**src/rtl/mem_seq.sv**
```systemverilog
// Memory access sequencer: turns single read/write strobes into a timed RAM access
// with a done pulse. It rejects misaligned or malformed requests without touching RAM.
module mem_seq #(
    parameter int ADDR_W   = 32,
    parameter int DATA_W   = 32,
    parameter int WAIT_CYC = 2
) (
    input  logic              clk,
    input  logic              reset,
    input  logic              req_rd,
    input  logic              req_wr,
    input  logic [ADDR_W-1:0] addr,
    input  logic [DATA_W-1:0] wdata,
    output logic              ready,
    output logic              done,
    output logic [DATA_W-1:0] rdata,
    output logic              err,
    output logic [15:0]       acc_cnt,
    output logic              ram_en,
    output logic              ram_we,
    output logic [ADDR_W-3:0] ram_addr,
    output logic [DATA_W-1:0] ram_wdata,
    input  logic [DATA_W-1:0] ram_rdata
);

    if (WAIT_CYC < 0 || WAIT_CYC > 15) begin : g_bad_wait
        $fatal(1, "mem_seq: WAIT_CYC must be in 0..15");
    end

    typedef enum logic [1:0] {IDLE, ACCESS, RESP, ERR} state_t;

    state_t            state_q, state_d;
    logic [3:0]        cnt_q, cnt_d;
    logic              wr_q, wr_d;
    logic              we_q, we_d;
    logic [ADDR_W-3:0] addr_q, addr_d;
    logic [DATA_W-1:0] wdata_q, wdata_d;
    logic [DATA_W-1:0] rdata_q, rdata_d;
    logic [15:0]       acc_cnt_q, acc_cnt_d;

    always_comb begin
        state_d   = state_q;
        cnt_d     = cnt_q;
        wr_d      = wr_q;
        we_d      = 1'b0;
        addr_d    = addr_q;
        wdata_d   = wdata_q;
        rdata_d   = rdata_q;
        acc_cnt_d = acc_cnt_q;
        case (state_q)
            IDLE: begin
                if ((req_rd && req_wr) || ((req_rd || req_wr) && addr[1:0] != 2'b00)) begin
                    state_d = ERR;
                end else if (req_rd || req_wr) begin
                    state_d = ACCESS;
                    cnt_d   = 4'(WAIT_CYC);
                    wr_d    = req_wr;
                    we_d    = req_wr;  // write strobe only in the first ACCESS cycle
                    addr_d  = addr[ADDR_W-1:2];
                    wdata_d = wdata;
                end
            end
            ACCESS: begin
                if (cnt_q == 4'd0) begin
                    state_d = RESP;
                    if (!wr_q) rdata_d = ram_rdata;
                end else begin
                    cnt_d = cnt_q - 4'd1;
                end
            end
            RESP: begin
                acc_cnt_d = acc_cnt_q + 16'd1;
                state_d   = IDLE;
            end
            default: state_d = IDLE;
        endcase
    end

    always_ff @(posedge clk) begin
        if (reset) begin
            state_q   <= IDLE;
            cnt_q     <= '0;
            wr_q      <= 1'b0;
            we_q      <= 1'b0;
            addr_q    <= '0;
            wdata_q   <= '0;
            rdata_q   <= '0;
            acc_cnt_q <= '0;
        end else begin
            state_q   <= state_d;
            cnt_q     <= cnt_d;
            wr_q      <= wr_d;
            we_q      <= we_d;
            addr_q    <= addr_d;
            wdata_q   <= wdata_d;
            rdata_q   <= rdata_d;
            acc_cnt_q <= acc_cnt_d;
        end
    end

    assign ready     = (state_q == IDLE);
    assign done      = (state_q == RESP);
    assign err       = (state_q == ERR);
    assign ram_en    = (state_q == ACCESS);
    assign ram_we    = we_q;
    assign ram_addr  = addr_q;
    assign ram_wdata = wdata_q;
    assign rdata     = rdata_q;
    assign acc_cnt   = acc_cnt_q;

endmodule

```
**config.mk**
```make
export PLATFORM = sky130hd
export DESIGN_NAME = mem_seq
export DESIGN_NICKNAME = d
export VERILOG_FILES = /design/src/rtl/mem_seq.sv
export SDC_FILE = /design/constraint.sdc
export NUM_CORES = 1
export LEC_CHECK = 0
export CORE_MARGIN = 10
export CORE_UTILIZATION = 43
export DETAILED_ROUTE_END_ITERATION = 8
export PLACE_DENSITY = 0.95
export SLEW_MARGIN = 5
export SYNTH_ARGS = -nofsm -noshare
export SYNTH_HDL_FRONTEND = slang
export SYNTH_SLANG_ARGS = --single-unit
```
**constraint.sdc**
```tcl
create_clock -name clk -period 2.9 [get_ports clk]
set_input_delay 0.58 -clock clk [delete_from_list [all_inputs] [get_ports clk]]
set_output_delay 0.58 -clock clk [all_outputs]
set_load 0.05 [all_outputs]
```
==> impl_summary.txt, run 1 <==
----------------------------------------------------
[Yosys]
  Distinct cell type count of the synthesized netlist ... 38
  Average instance area after synthesis ... approximately 8 um^2
  Share of synthesized area spent on multiplexers ... 0.487%
  Compound-Gate Fraction of Synth Area ... between 10% and 20%
  Main combinational cell family by area after synthesis ... simple AND/OR/NAND/NOR gates
  Number of enable-type register cells in the synthesized netlist ... 0
  Top-area cell type share of the netlist area ... between 50% and 60%
  Top post-synthesis cells by count ... sky130_fd_sc_hd__nand2_1, sky130_fd_sc_hd__dfxtp_1, sky130_fd_sc_hd__a21oi_1
  Fraction of the mapped netlist area in adder cells ... 0.860%
  Number of standard cells after synthesis ... between 500 and 600
  Predominant post-synthesis flop cell ... sky130_fd_sc_hd__dfxtp_1
  Net Count, Synth ... around 650
  Top cell type by total area after synthesis ... sky130_fd_sc_hd__dfxtp_1
  Fraction of synthesis flops using an asynchronous set or reset pin ... 0%
  Total number of yosys warnings ... 0
  Most used standard cell by instance count after synthesis ... sky130_fd_sc_hd__nand2_1
  Post-Synth Simple-Gate Area ... between 20% and 30%
  Sequential area share after synthesis ... a little over half
  Mapped Area ... roughly 4400 um^2
  Leading post-synthesis cells by cell area ... sky130_fd_sc_hd__dfxtp_1, sky130_fd_sc_hd__nand2_1, sky130_fd_sc_hd__a21oi_1, sky130_fd_sc_hd__nor2_1, sky130_fd_sc_hd__buf_2
  Synth Register Bits ... ~120
  Parity-gate share of the synthesized area counting xor and xnor cells ... under 10%

[Timing]
  Total count of hold-check failures in the final report ... 0
  Worst Skew ... between 0.01 and 0.015 ns
  Highest clock rate ... approximately 360 MHz
  Final Slew Violations ... 0
  Period utilization ... between 90% and 100%
  RSZ-0062 raised after global routing ... no
  Max-Slew Margin vs Limit ... between 20% and 30%
  Min cycle time layout ... between 2 and 3 ns
  Transition time at the pin with the least slew margin ... roughly 1.1 ns
  Setup TNS Final ... 0 ns
  Final Setup Violations ... 0

[Worst setup path]
  CP Data Arrival Time ... ~2.2 ns
  Kind of end point of the critical path ... output pin
  Setup slack of the worst register-to-register path ... between 0.6 and 0.7 ns
  Worst Setup Start Kind ... flip-flop
  Endpoint of the worst-slack reg-to-reg timing path ... rdata[18]$_SDFFE_PP0P_
  Worst R2R Start ... cnt_q[0]$_SDFFE_PP0P_
  Critical path endpoint ... done
  Startpoint of the most critical setup path ... state_q[1]$_SDFFE_PP0P_
  R2r worst-path depth ... 6
  Highest fanout seen on the critical path ... 7
  Worst Path Class, Setup ... flip-flop to output pin
  Worst EP required ... 2.32 ns

[Min path]
  Type of the worst min-delay path ... flip-flop to flip-flop
  Hold Crit Start ... ram_addr[23]$_SDFFE_PP0P_

[Route]
  Average wire per cell in the routed design ... about 17 um
  Pre-Repair DR Iteration Count ... 6
  Remaining number of nets flagged by the antenna check after routing ... 0
  Via-to-Cell Ratio ... between 5 and 6
  Routed WL ... 14.9 mm
  Remaining routing DRC violations ... 0
  Number of vias in the routed layout ... roughly 4500
  Initial DRC count ... around 350

[Clock tree]
  Maximum root-to-sink buffer count ... 2
  Clock tree from TritonCTS ... done
  Total number of clock tree sinks ... 118
  Number of buffers inserted to repair setup after CTS ... 0
  Post-cts repair resize count ... 0
  H-Tree Depth ... 4
  Worst-Skew Late Latency ... between 0.5 and 0.6 ns
  Clock slew seen by the registers of the worst setup and hold paths ... about 0.050 ns
  Master cell of the clock root buffer ... sky130_fd_sc_hd__clkbuf_8
  Cts hold-fix bufs ... 0
  Number of buffers added by the clock tree synthesis step ... 17

[Placement]
  Final RePlAce weighted congestion ... around 0.79
  Cells after DPL ... 859
  Number of buffer cells added on primary ports ... approximately 210
  Sum of net half-perimeters after detailed placement ... approximately 11 mm

[Die]
  Horiz. Die Dim ... about 120 um
  I/O pin count ... about 220
  Starting density of the core ... around 44%
  Y dimension of the die ... ~120 um
  Area of the placeable core ... around 9800 um^2
  Row count ... 36
  Die Footprint ... ~15000 um^2

[GRT]
  Number of global-route vias before repair ... 4724
  First-pass GRT wire length ... ~24 mm
  Initial antenna violation count ... 0
  Combined global-route utilization of all metal layers ... 20.4%
  Total overflow reported by the global router ... 0
  Maximum number of pins on one net before global-route repair ... between 60 and 70

[Finish]
  Layout cells sized above 1 ... 5.54%
  # diodes ... 0
  NumNets Final ... about 850
  Area Growth Syn to Fin ... 65.9%
  Number of standard cells in the final layout excluding fillers ... ~890

[Power]
  Leak pwr ... 2.55 nW
  Max VDD drop ... between 400 and 500 uV
  Pwr per Cell Area ... between 600 and 700 nW/um^2

[Status]
  Result of the run ... finished clean

[Job]
  Max-cap violations ... 0

----------------------------------------------------
==> worst min-delay path by stage <==
stage / cells after the start / endpoint / slack [ns]
floorplan: 2 / cnt_q[0]$_SDFFE_PP0P_ / 0.46
global placement: 2 / ram_wdata[2]$_SDFFE_PP0P_ / 0.44
detailed placement: 2 / ram_wdata[13]$_SDFFE_PP0P_ / 0.45
CTS: 2 / rdata[30]$_SDFFE_PP0P_ / 0.45
global route: 2 / rdata[13]$_SDFFE_PP0P_ / 0.47
finish: 2 / ram_addr[23]$_SDFFE_PP0P_ / 0.45
==> stage by stage <==
step	hold WS [ns]	instance area, um^2	power, mW	util (%)	worst slack (ns)
4_1_cts	0.453	7240	5.07	73.7	0.106
5_1_grt	0.470	7240	5.22	73.7	0.0446
3_5_place_dp	0.446	6580	2.73	67.0	0.518
3_3_place_gp	0.441	6580	2.70	67.0	0.606
6_report	0.452	7240	5.03	73.7	0.138
2_1_floorplan	0.456	4360	2.35	-	0.857
==> state kept, by name, summed over array words and instances (netlist names) <==
signal and cells:
acc_cnt 16, cnt_q 4, ram_addr 30, ram_wdata 32, ram_we 1, rdata 32, state_q 2, wr_q 1
==> worst max-delay path: stages, from the launching register on <==
cell,delay [ns]
sky130_fd_sc_hd__dfxtp_1,0.41
sky130_fd_sc_hd__nor2b_1,0.38
sky130_fd_sc_hd__clkdlybuf4s50_1,0.89
==> routing by layer <==
layer	vias up	global-route usage, %	share of wire, %
li1	2178	-	-
met1	2075	18.7	34
met2	199	36.0	50
met3	24	12.6	13
met4	0	7.39	2.4
met5	-	0	0
==> cell families (layout without fill, tap and decap cells) <==
logic type	after synthesis	in the layout
DFF	118	118
xor gates and xnor gates	12	12
buffers and inverters	40	256
AOI/OAI and AO/OA	114	114
adders and majority gates	3	3
muxes	2	2
and+or+nand+nor	253	253
==> layout make-up <==
class	count	area (um^2)
clock buffers	24	470
clock inverters	8	193
fillers	679	2580
inverters	5	18.8
multi-input cells	384	1830
flip-flops and latches	118	2360
well taps	133	166
repair buffers	219	2200
==> cell usage in the layout, fill, tap and decap left out, types with 2 or more instances in the layout <==
master,synthesis,layout
sky130_fd_sc_hd__buf_12,0,2
sky130_fd_sc_hd__a21oi_1,104,104
sky130_fd_sc_hd__nand4_1,2,2
sky130_fd_sc_hd__clkdlybuf4s50_1,0,213
sky130_fd_sc_hd__xor2_1,6,6
sky130_fd_sc_hd__nor3_1,5,5
sky130_fd_sc_hd__or3_1,3,3
sky130_fd_sc_hd__inv_1,5,5
sky130_fd_sc_hd__nor4_1,2,2
sky130_fd_sc_hd__nand2_1,198,198
sky130_fd_sc_hd__clkbuf_1,15,4
sky130_fd_sc_hd__o21ai_0,6,6
sky130_fd_sc_hd__xnor2_1,6,6
sky130_fd_sc_hd__nor2b_1,2,2
sky130_fd_sc_hd__clkbuf_16,0,16
sky130_fd_sc_hd__clkbuf_8,0,4
sky130_fd_sc_hd__buf_4,0,4
sky130_fd_sc_hd__ha_1,3,3
sky130_fd_sc_hd__bufinv_16,0,6
sky130_fd_sc_hd__nand2b_1,2,2
sky130_fd_sc_hd__dfxtp_1,118,118
sky130_fd_sc_hd__nor2_1,20,20
sky130_fd_sc_hd__nand3_1,6,5
sky130_fd_sc_hd__nor3b_1,2,2
==> report_power, final <==
group,switching [mW],internal [mW],leakage (nW)
logic,0.578,0.353,1.27
clock network,0.694,1.64,0.320
registers,0.0536,1.71,0.957
total,1.32,3.70,2.55
Note: power is estimated with default switching activity, not from simulation.
==> inputs of run 2 (changes only) <==
--- a/config.mk
+++ b/config.mk
@@ -10,5 +10,4 @@
 export DETAILED_ROUTE_END_ITERATION = 8
 export PLACE_DENSITY = 0.95
-export SLEW_MARGIN = 5
 export SYNTH_ARGS = -nofsm -noshare
 export SYNTH_HDL_FRONTEND = slang
==> constraint.sdc (replaced) <==
create_clock -name clk -period 2.9 [get_ports clk]
set_input_delay 0.725 -clock clk [delete_from_list [all_inputs] [get_ports clk]]
set_output_delay 0.725 -clock clk [all_outputs]
set_load 0.05 [all_outputs]
==> impl_summary.txt, run 2 (same netlist as run 1, synthesis figures left out) <==
----------------------------------------------------
[Timing]
  Final Slew Violations ... 0 (unchanged)
  Setup WS post-layout ... 0.130 ns (-0.00837 ns)
  Highest clock rate ... 361 MHz (-0.30%)
  RSZ-0062 raised after global routing ... no
  Transition time at the pin with the least slew margin ... 1.04 ns (-0.0257 ns)
  Final Setup Violations ... 0 (unchanged)
  Total count of hold-check failures in the final report ... 0 (unchanged)
  Setup TNS Final ... 0 ns (unchanged)
  Period utilization ... 95.5% (+0.29 points)
  Worst Skew ... 0.00802 ns (-0.00343 ns)
  Max-Slew Margin vs Limit ... 30.4% (+1.7 points)
  Min cycle time layout ... 2.77 ns (+0.00837 ns)

[Power]
  Internal Pwr Total ... 3.30 mW (-11%)
  Leak pwr ... 2.50 nW (-1.7%)
  Sequential share of power ... 38.0% (+2.9 points)
  Clock group share of total power ... 42.2% (-4.2 points)
  Max VDD drop ... 475 uV (-1.9%)
  Switching part of the total ... 29.1% (+2.7 points)
  Combinational share of power ... 19.9% (+1.4 points)
  Pwr per Cell Area ... 652 nW/um^2 (-6.2%)
  P_sw ... 1.35 mW (+2.1%)

[Placement]
  Sum of net half-perimeters after detailed placement ... 11.0 mm (-1.7%)
  Cells after DPL ... 859 (unchanged)
  Number of buffer cells added on primary ports ... 214 (unchanged)
  Area post-placement ... 6580 um^2 (unchanged)
  Final RePlAce weighted congestion ... 0.793 (+0.88%)
  Setup slack after placement ... 0.339 ns (-0.178 ns)

[Clock tree]
  Maximum root-to-sink buffer count ... 2 (unchanged)
  Post-cts repair resize count ... 2 (+2)
  Number of buffers inserted to repair setup after CTS ... 0 (unchanged)
  Clock tree from TritonCTS ... done
  Worst-Skew Late Latency ... 0.51 ns (about the same)
  Total number of clock tree sinks ... 118 (unchanged)
  H-Tree Depth ... 4 (unchanged)
  Master cell of the clock root buffer ... sky130_fd_sc_hd__clkbuf_8
  Clock slew seen by the registers of the worst setup and hold paths ... 0.05 ns (about the same)
  Number of buffers added by the clock tree synthesis step ... 17 (unchanged)
  Cts hold-fix bufs ... 0 (unchanged)

[Finish]
  Final std cell area, no fill ... 7140 um^2 (-1.4%)
  Top library cells by usage in the layout, fill and taps aside ... sky130_fd_sc_hd__clkdlybuf4s50_1, sky130_fd_sc_hd__nand2_1, sky130_fd_sc_hd__dfxtp_1
  Area Growth Syn to Fin ... 63.5%
  Most common cell after layout, fill and taps aside ... sky130_fd_sc_hd__clkdlybuf4s50_1
  # diodes ... 0 (unchanged)
  Layout cells sized above 1 ... 5.94% (+0.40 points)
  Number of standard cells in the final layout excluding fillers ... 891 (unchanged)
  NumNets Final ... 848 (unchanged)

[Die]
  Y dimension of the die ... 121 um (unchanged)
  Area of the placeable core ... 9820 um^2 (unchanged)
  Starting density of the core ... 44.4% (unchanged)
  Row count ... 36 (unchanged)
  Horiz. Die Dim ... 121 um (unchanged)
  I/O pin count ... 215 (unchanged)
  Die Footprint ... 14600 um^2 (unchanged)

[GRT]
  Total overflow reported by the global router ... 0 (unchanged)
  Combined global-route utilization of all metal layers ... 19.8% (-0.53 points)
  First-pass GRT wire length ... 23.4 mm (-2.5%)
  Maximum number of pins on one net before global-route repair ... 68 (unchanged)
  Number of global-route vias before repair ... 4648 (-1.6%)
  Initial antenna violation count ... 0 (unchanged)

[Worst setup path]
  Worst EP required ... 2.17 ns (-0.15 ns)
  CP Data Arrival Time ... 2.05 ns (-0.13 ns)
  Highest fanout seen on the critical path ... 7 (unchanged)
  Worst Path Class, Setup ... flip-flop to output pin
  Setup slack of the worst register-to-register path ... 0.68 ns (about the same)
  R2r worst-path depth ... 6 (unchanged)
  Kind of end point of the critical path ... output pin
  Worst Setup Start Kind ... flip-flop

[Route]
  Number of vias in the routed layout ... 4445 (-0.69%)
  Routed WL ... 14.6 mm (-2.3%)
  Via-to-Cell Ratio ... 4.99 (-0.69%)
  Pre-Repair DR Iteration Count ... 5 (-1)
  Remaining routing DRC violations ... 0 (unchanged)
  Remaining number of nets flagged by the antenna check after routing ... 0 (unchanged)
  Initial DRC count ... 282 (-20%)
  Average wire per cell in the routed design ... 16.4 um (-2.3%)

[Job]
  Max-cap violations ... 0 (unchanged)

[Min path]
  Number of cells traversed by the worst hold path ... 2 (unchanged)
  Type of the worst min-delay path ... flip-flop to flip-flop

[Status]
  Result of the run ... finished clean

----------------------------------------------------
[run 2: cell types whose count changed in the layout (fill, tap and decap cells not counted), sizes merged]
cell / before / now
bufinv: 6 / 2
clkinv: 1 / 7
clkbuf: 24 / 19
clkinvlp: 1 / 4
clkdlybuf4s50: 213 / 211
dlygate4sd2: 0 / 2
[run 2: final cells by class]
| cell class | count | area (um^2) |
|---|---|---|
| clock buffer | 19 | 432 |
| clock inverter | 13 | 133 |
| fill | 729 | 2680 |
| inverter | 5 | 18.8 |
| multi-input combinational | 384 | 1830 |
| sequential | 118 | 2360 |
| tap | 133 | 166 |
| timing repair buffer | 219 | 2200 |
[run 2: worst paths after layout]
path | from | endpoint
setup / recovery | state_q[1]$_SDFFE_PP0P_ | ready
hold reg to reg | rdata[15]$_SDFFE_PP0P_ | rdata[15]$_SDFFE_PP0P_
setup reg to reg | cnt_q[0]$_SDFFE_PP0P_ | rdata[4]$_SDFFE_PP0P_
hold / removal | rdata[15]$_SDFFE_PP0P_ | rdata[15]$_SDFFE_PP0P_
[run 2: power groups by stage]
stage | Clock, mW | Sequential [mW] | Combinational (mW)
final | 1.96 | 1.77 | 0.924
after global placement | 0 | 1.79 | 0.906
after CTS | 2.00 | 1.77 | 0.931
after detailed placement | 0 | 1.80 | 0.930
after global routing | 2.08 | 1.78 | 0.985
after floorplan | 0 | 2.06 | 0.289
[run 2: layer usage]
layer  GRT usage [%]  vias to the layer above  routed length [um]
li1                -                     2177                   -
met5               0                        -                   0
met4            6.71                        0                 306
met3            12.1                       27                1830
met1            18.8                     2054                5210
met2            34.7                      187                7250
[run 2: critical path, cell delays in order, from the launching register on]
cell                              delay [ns]
sky130_fd_sc_hd__dfxtp_1                0.36
sky130_fd_sc_hd__nor2_1                 0.29
sky130_fd_sc_hd__clkdlybuf4s50_1        0.88
[run 2: through the flow]
step                      hold slack (ns)  power [mW]  utilization [%]
after floorplan                     0.456        2.35                -
after global placement              0.441        2.70             67.0
after detailed placement            0.446        2.73             67.0
after CTS                           0.455        4.70             72.7
after global routing                0.472        4.84             72.7
final                               0.453        4.65             72.7
